[config.mk]
export PLATFORM = sky130hd
export DESIGN_NAME = pipe_stall_ctrl
export DESIGN_NICKNAME = d
export VERILOG_FILES = /design/src/rtl/pipe_stall_ctrl.sv
export SDC_FILE = /design/constraint.sdc
export NUM_CORES = 1
export LEC_CHECK = 0
export CAP_MARGIN = 5
export CORE_MARGIN = 1
export CORE_UTILIZATION = 46
export CTS_BUF_LIST = sky130_fd_sc_hd__clkbuf_4 sky130_fd_sc_hd__clkbuf_8
export CTS_CLUSTER_SIZE = 10
export DETAILED_ROUTE_END_ITERATION = 10
export PLACE_DENSITY = 0.83
export RECOVER_POWER = 25
export SYNTH_ARGS = -nofsm -noshare
export SYNTH_HDL_FRONTEND = slang
export SYNTH_SLANG_ARGS = --single-unit
[constraint.sdc]
create_clock -name clk -period 2.5 [get_ports clk]
set_input_delay 0.75 -clock clk [delete_from_list [all_inputs] [get_ports clk]]
set_output_delay 0.75 -clock clk [all_outputs]
set_load 0.1 [all_outputs]
[src/rtl/pipe_stall_ctrl.sv]
// pipe_stall_ctrl: owns the PC and the IF/ID register and turns the hazard
// stall request, branch redirects, instruction-memory waits and data-memory
// busy into PC/IF-ID updates plus the ID/EX bubble and pipe freeze controls.
//
// Optional feature: define PIPE_PERF_CNT_EN to add the perf_stall_cyc,
// perf_flush_cnt and perf_freeze_cyc counter outputs.
//
// Handshake: imem_ready is the valid qualifier for imem_instr at address pc.
// A fetch completes on a rising edge where imem_ready=1 and nothing of higher
// priority (mem_busy, stall, branch_taken) holds or redirects the front end;
// the fetch stage has no back-pressure beyond those controls.
module pipe_stall_ctrl #(
    parameter int unsigned     XLEN      = 32,
    parameter logic [XLEN-1:0] RESET_PC  = 32'h0000_0000,
    parameter logic [XLEN-1:0] NOP_INSTR = 32'h0000_0013,
    parameter int unsigned     MAX_STALL = 15
) (
    input  logic            clk,
    input  logic            rst,
    input  logic            stall,
    input  logic            mem_busy,
    input  logic            branch_taken,
    input  logic [XLEN-1:0] branch_target,
    input  logic            imem_ready,
    input  logic [XLEN-1:0] imem_instr,
    output logic [XLEN-1:0] pc,
    output logic [XLEN-1:0] if_id_pc,
    output logic [XLEN-1:0] if_id_instr,
    output logic            if_id_valid,
    output logic            id_ex_bubble,
    output logic            pipe_freeze,
    output logic            stall_timeout,
    output logic [1:0]      state_dbg
`ifdef PIPE_PERF_CNT_EN
    ,
    output logic [31:0]     perf_stall_cyc,
    output logic [31:0]     perf_flush_cnt,
    output logic [31:0]     perf_freeze_cyc
`endif
);

    typedef enum logic [1:0] {
        ST_BOOT = 2'd0,
        ST_RUN  = 2'd1,
        ST_HOLD = 2'd2
    } state_t;

    // Counter saturates one past MAX_STALL so "more than MAX_STALL" is visible.
    localparam int unsigned        CNT_W   = $clog2(MAX_STALL + 2);
    localparam logic [CNT_W-1:0]   CNT_LIM = CNT_W'(MAX_STALL);
    localparam logic [CNT_W-1:0]   CNT_SAT = CNT_W'(MAX_STALL + 1);

    state_t           state;
    logic [CNT_W-1:0] stall_cnt;
    logic             active;
    logic             take_branch;

    // Controls are only live once out of BOOT and not in reset.
    assign active       = (state != ST_BOOT) && !rst;
    assign pipe_freeze  = active && mem_busy;
    assign id_ex_bubble = active && !mem_busy && stall;
    assign take_branch  = active && !mem_busy && !stall && branch_taken;
    assign state_dbg    = state;

    // FSM plus PC / IF-ID update with mem_busy > stall > branch > imem wait > fetch.
    always_ff @(posedge clk) begin
        if (rst) begin
            state       <= ST_BOOT;
            pc          <= RESET_PC;
            if_id_pc    <= '0;
            if_id_instr <= NOP_INSTR;
            if_id_valid <= 1'b0;
        end else begin
            case (state)
                ST_BOOT: begin
                    // No fetch in the boot cycle: pc held, IF/ID stays invalid.
                    state <= ST_RUN;
                end
                default: begin
                    state <= (mem_busy || stall) ? ST_HOLD : ST_RUN;
                    if (mem_busy || stall) begin
                        // Front end holds; branch is re-resolved after the hold.
                    end else if (branch_taken) begin
                        pc          <= branch_target;
                        if_id_instr <= NOP_INSTR;
                        if_id_valid <= 1'b0;
                    end else if (!imem_ready) begin
                        if_id_instr <= NOP_INSTR;
                        if_id_valid <= 1'b0;
                    end else begin
                        pc          <= pc + XLEN'(4);
                        if_id_pc    <= pc;
                        if_id_instr <= imem_instr;
                        if_id_valid <= 1'b1;
                    end
                end
            endcase
        end
    end

    // Consecutive hazard-stall counter; mem_busy cycles neither count nor clear it.
    always_ff @(posedge clk) begin
        if (rst) begin
            stall_cnt     <= '0;
            stall_timeout <= 1'b0;
        end else if (!stall) begin
            stall_cnt <= '0;
        end else if (!mem_busy && (state != ST_BOOT)) begin
            if (stall_cnt != CNT_SAT) begin
                stall_cnt <= stall_cnt + 1'b1;
            end
            if (stall_cnt >= CNT_LIM) begin
                stall_timeout <= 1'b1;
            end
        end
    end

`ifdef PIPE_PERF_CNT_EN
    // Free-running event counters, wrapping at 2^32.
    always_ff @(posedge clk) begin
        if (rst) begin
            perf_stall_cyc  <= '0;
            perf_flush_cnt  <= '0;
            perf_freeze_cyc <= '0;
        end else begin
            if (id_ex_bubble) perf_stall_cyc  <= perf_stall_cyc + 32'd1;
            if (take_branch)  perf_flush_cnt  <= perf_flush_cnt + 32'd1;
            if (pipe_freeze)  perf_freeze_cyc <= perf_freeze_cyc + 32'd1;
        end
    end
`endif

endmodule

==> run metrics, run 1 <==
status=finished clean; Crit path arrival time=1.61 ns; Max VDD drop=roughly 0.28 mV; Fin. Hold Viols=0; Core ar.=0.00973 mm2; Netlist cell types=57; Gate power share=17.2%; GPL Wtd Cong=approximately 0.87; Pleak=2.57 nW; post-DR vias/cell=5.66; syn avg cell area=a little over 8 um2; fin crit period=between 2 and 2.5 ns; clock sinks=around 110; max cap viols=0; max frequency=between 400 and 500 MHz; diode count=0; hpwl dp=around 11000 um; CTS resizes=2; Hold Path Stages=2; CP endpoint kind=output pin; DRT iter0 DRCs=307; setup ws final=between 0.1 and 0.15 ns; CTS tree=yes; reg2reg end=pc[28]; Die Span X=about 100 um; Design Area, Final=0.00645 mm2; area grow syn2layout=40.8%; Final setup viols=0; Hold EP=if_id_pc[14]; RR Startpoint=pc[2]; CTS Buf Count=9; # hold bufs at CTS=0; Post-Syn Area=0.00458 mm2; ys async rst share=0%; worst min-delay path class=reg2reg; pins over their slew limit=0; fin cells=just under 900; DP Area=0.00636 mm2; fill count=approximately 840; Synth Register Bits=105; DRC Markers=0; worst-skew pair later-pin latency=0.37 ns; Final period util=a little over nine tenths; Top Ports=approximately 170; R2R cell count=6; Startpoint Class=primary input; power per cell area=roughly 540 mW/mm2; layout cell share with drive strength beyond 1=a little under a quarter; clk root buf=clkbuf_8; critical path required time=1.75 ns; Die Y=slightly above 100 um; IO Port Bufs=between 150 and 200; gr ovfl total=0; worst-margin pin slew=around 0.76 ns; post-synthesis cell count=560; sequential share of the synthesized area=a little under half; Clock Skews=0.00984 ns; Hold Startpoint=if_id_pc[14]; setup TNS=0 ns; YS warnings=0; EDFF count, synth=0; Clk network pwr share=32.4%; max_slew headroom=49.5%; Routed WL per cell=16.6 um; Sw Ratio=a little under a third; Setup WS pre-CTS=-0.116 ns; die area=around 0.010 mm2; total power=3.46 mW; drt pass-1 iters=5; Primary FF master, synth=dfxtp_1; Reg clk slew, reported paths=roughly 0.1 ns; Initial Util=47.1%; nets=~810; RSZ-0062 raised after global routing=false; CTS Buffer Depth=2; Routed WL=approximately 14000 um; GRT Total Usage=between 20% and 30%; Pint=about 2.4 mW; largest net degree at the start of global routing=between 70 and 80; number of global-route vias before repair=between 4000 and 5000; first-pass GRT wire length=about 23000 um; initial antenna violation count=0; row cnt=36; Switch Pwr=between 1 and 1.5 mW; Setup Fix Bufs, Post-CTS=0; Synth Net Count=about 630; placed insts=roughly 850; antenna-violating nets left=0; CTS H-tree depth=3; share of power burned in registers=between 50% and 60%; DR vias=4922; flop-to-flop setup slack=0.27 ns; crit path kind=in2out; Crit Path Max Fanout=3
-- registers in the layout, indices dropped and copies added, names as in the netlist --
name	cells
state_dbg	2
stall_cnt	5
pc	32
stall_timeout	1
if_id_valid	1
if_id_pc	32
if_id_instr	32
-- worst max-delay path: stages --
cell,delay [ns]
dlygate4sd2_1,0.25
o21bai_1,0.24
nor2_4,0.18
buf_12,0.18
-- cells by family after synthesis --
kind of cell / synth area share (%)
buf+inv: 4.10
compound gates: 20.8
fa+ha+maj: 1.09
simple gates: 25.6
xor+xnor: 0.574
mux: 1.99
flops: 45.9
-- power groups by stage --
| stage | Clock (mW) | Combinational [mW] | Sequential, mW |
|---|---|---|---|
| 5_1_grt | 1.20 | 0.625 | 1.75 |
| 3_3_place_gp | 0 | 0.587 | 1.78 |
| 2_1_floorplan | 0 | 0.167 | 1.97 |
| 6_report | 1.12 | 0.594 | 1.74 |
| 3_5_place_dp | 0 | 0.597 | 1.78 |
| 4_1_cts | 1.13 | 0.598 | 1.74 |
-- worst max-delay path by stage --
| stage | startpoint | endpoint | slack, ns | cells after the start |
|---|---|---|---|---|
| after floorplan | rst | pipe_freeze | -0.12 | 3 |
| after global placement | mem_busy | pc[2] | -0.06 | 6 |
| after detailed placement | mem_busy | pc[28] | -0.12 | 7 |
| after CTS | mem_busy | id_ex_bubble | 0.16 | 4 |
| after global routing | mem_busy | id_ex_bubble | 0.08 | 4 |
| final | mem_busy | id_ex_bubble | 0.14 | 4 |
-- per-layer routing --
metal | vias up | track usage (%) | part of all wire [%]
met5 | - | 0 | 0
met1 | 2317 | 33.1 | 41
met4 | 0 | 9.36 | 1.7
met2 | 227 | 48.4 | 49
li1 | 2354 | - | -
met3 | 24 | 6.56 | 8.0
-- per-stage QoR --
step,hold WS (ns),utilization (%)
6_report,0.460,66.3
3_3_place_gp,0.443,65.3
2_1_floorplan,0.481,-
4_1_cts,0.463,67.5
5_1_grt,0.486,66.3
3_5_place_dp,0.449,65.3
-- layout by cell type (no fill, tap or decap), drive strengths merged, types with 3 or more instances in the layout --
master and instances:
clkbuf 56, nand2 103, nand3 23, clkdlybuf4s50 65
nor4 5, a31oi 6, or4 3, o211ai 6
ha 4, buf 89, and4 4, nor3 9
inv 9, a21oi 58, and3 13, dfxtp 105
o41ai 4, nand4 11, mux2i 8, a211oi 3
o21ai 7, and2 5, a22oi 30, o22ai 11
or3 6, nor2 58, o311ai 4
-- synth_stat cells, types with 3 or more instances --
cell	n	area [um2]
a211oi_1	3	22.5
a21oi_1	58	290
a22oi_1	30	225
a31oi_1	6	37.5
and2_1	5	31.3
and3_1	13	81.3
and4_1	4	35.0
buf_1	6	22.5
buf_2	6	30.0
clkbuf_1	29	109
dfxtp_1	105	2100
ha_1	4	50.1
inv_1	5	18.8
mux2i_1	8	80.1
nand2_1	103	387
nand3_1	20	100
nand4_1	10	62.6
nor2_1	58	218
nor3_1	6	30.0
nor3_2	3	30.0
nor4_1	4	25.0
o211ai_1	6	45.0
o21ai_0	4	20.0
o21ai_1	3	15.0
o22ai_1	11	68.8
o41ai_1	4	35.0
or3_1	6	37.5
-- area by class of cell --
| type | count | area [um2] | share of cell area, % |
|---|---|---|---|
| Clock buffer | 10 | 138 | 2.13 |
| Clock inverter | 6 | 73.8 | 1.14 |
| Inverter | 7 | 26.3 | 0.408 |
| Multi-Input combinational cell | 407 | 2320 | 36.0 |
| Sequential cell | 105 | 2110 | 32.7 |
| Tap cell | 133 | 166 | 2.58 |
| Timing Repair Buffer | 202 | 1620 | 25.1 |
Note: power is estimated with default switching activity, not from simulation.
==> run 2, diff against run 1 <==
--- a/config.mk
+++ b/config.mk
@@ -13,6 +13,8 @@
 export DETAILED_ROUTE_END_ITERATION = 10
 export PLACE_DENSITY = 0.83
 export RECOVER_POWER = 25
+export SKIP_CTS_REPAIR_TIMING = 1
+export SLEW_MARGIN = 20
 export SYNTH_ARGS = -nofsm -noshare
 export SYNTH_HDL_FRONTEND = slang
 export SYNTH_SLANG_ARGS = --single-unit
==> run 2 against run 1 <==
Against the previous run: clock power about the same; combinational power about the same; sequential share of layout area about the same.
==> run metrics, run 2 (synthesis gave the netlist of run 1 again) <==
max cap viols=0; post-DR vias/cell=~5.7; CTS tree=yes; Fin. Hold Viols=0; Max VDD drop=approximately 0.28 mV; Startpoint Class=primary input; initial antenna violation count=0; worst-margin pin slew=0.821 ns; area grow syn2layout=40.9%; R2R cell count=6; status=finished clean; hpwl dp=around 11000 um; drt pass-1 iters=5; flop-to-flop setup slack=0.30 ns; number of global-route vias before repair=between 4000 and 5000; CP endpoint kind=output pin; IO Port Bufs=approximately 170; power per cell area=about 540 mW/mm2; RR Startpoint=pc[2]; max frequency=442 MHz; die area=0.0104 mm2; Slowest-stage cell, CP=buf_12; Die Y=~100 um; largest net degree at the start of global routing=71; Core ar.=~0.0097 mm2; crit path cell chain=buf_4 > inv_2 > nand2_1 > nor2_4 > buf_12; reg2reg end=pc[28]; Setup WS pre-CTS=-0.116 ns; Initial Util=a little under half; antenna-violating nets left=0; delay of the slowest cell on the worst path=about 0.19 ns; clk root buf=clkbuf_8; DRC Markers=0; capturing element of the worst setup path=id_ex_bubble; worst min-delay path class=reg2reg; Final setup viols=0; Worst Setup SP=rst; diode count=0; WL met2=between 7000 and 8000 um; CTS Buf Count=9; max_slew headroom=between 40% and 50%; layout cell share with drive strength beyond 1=a little under a quarter; Routed WL=14500 um; gr ovfl total=0; top sig layer=met4; fill count=approximately 840; GPL Wtd Cong=just under 0.9; met3 WL=1220 um; Final period util=between 90% and 100%; GRT Total Usage=~28%; fin crit period=approximately 2.3 ns; Top Ports=about 170; setup ws final=around 0.24 ns; DRT iter0 DRCs=around 330; register area=approximately 0.0021 mm2; Crit path arrival time=~1.5 ns; worst-skew pair later-pin latency=roughly 0.37 ns; total power=about 3.5 mW; setup TNS=0 ns; nets=806; Reg clk slew, reported paths=around 0.10 ns; Crit Path Max Fanout=8; Die Span X=~100 um; DR vias=between 4000 and 5000; clock sinks=~110; commonest non-fill, non-tap cell in the layout=nand2_1; pins over their slew limit=0; area used by multi-input combinational logic=approximately 0.0023 mm2; top flop regs=if_id_instr (32), if_id_pc (32), pc (32); first-pass GRT wire length=22500 um; CTS H-tree depth=3; Clock Skews=roughly 0.0084 ns; Pleak=approximately 2.6 nW; row cnt=36; critical path required time=1.75 ns; CTS Buffer Depth=2; Routed WL per cell=16.6 um; most frequent cells in the layout=103 x nand2_1, 100 x dfxtp_1, 87 x buf_4, 65 x clkdlybuf4s50_1, 58 x a21oi_1; routed metal-1 wirelength=just under 6000 um; crit path kind=in2out; RSZ-0062 raised after global routing=false
[run 2: changes by cell type in the layout (fill, tap and decap cells not counted), sizes merged]
cell,change
dlymetal6s2s,+2
clkbuf,-3
dlygate4sd2,-2
buf,+3
[run 2: worst max-delay path, delay by kind of cell]
family / cells / cell delay, ns
simple gates: 2 / 0.28
buf+inv: 3 / 0.48
[run 2: through the flow]
| stage | cells | instance area [um2] | util (%) | hold slack [ns] |
|---|---|---|---|---|
| floorplan | 560 | 4630 | - | 0.481 |
| global placement | 854 | 6360 | 65.3 | 0.443 |
| detailed placement | 854 | 6360 | 65.3 | 0.449 |
| CTS | 870 | 6570 | 67.5 | 0.463 |
| global route | 870 | 6450 | 66.3 | 0.486 |
| finish | 870 | 6450 | 66.3 | 0.460 |
[run 2: area by class of cell]
cell class	instances	area share, %
Inverter	7	0.407
Clock inverter	6	1.14
Multi-Input combinational cell	407	35.9
Timing Repair Buffer	202	25.2
Sequential cell	105	32.7
Tap cell	133	2.58
Clock buffer	10	2.13
[run 2: worst min path at each step]
stage / start / endpoint / cells after the start
floorplan: stall_cnt[4] / stall_cnt[4] / 2
global placement: if_id_pc[14] / if_id_pc[14] / 2
detailed placement: if_id_pc[14] / if_id_pc[14] / 2
CTS: if_id_pc[14] / if_id_pc[14] / 2
global route: if_id_pc[14] / if_id_pc[14] / 2
finish: if_id_pc[14] / if_id_pc[14] / 2
[run 2: layer usage]
metal  vias up  track usage (%)
met2       228             48.4
met3        20             6.56
met4         0             9.36
met5         -                0
met1      2322             33.1
li1       2353                -
[run 2: report_power, final]
group          internal (mW)  total (mW)  switching [mW]
sequential              1.70        1.74          0.0423
combinational          0.206       0.593           0.387
clock                  0.503        1.13           0.622
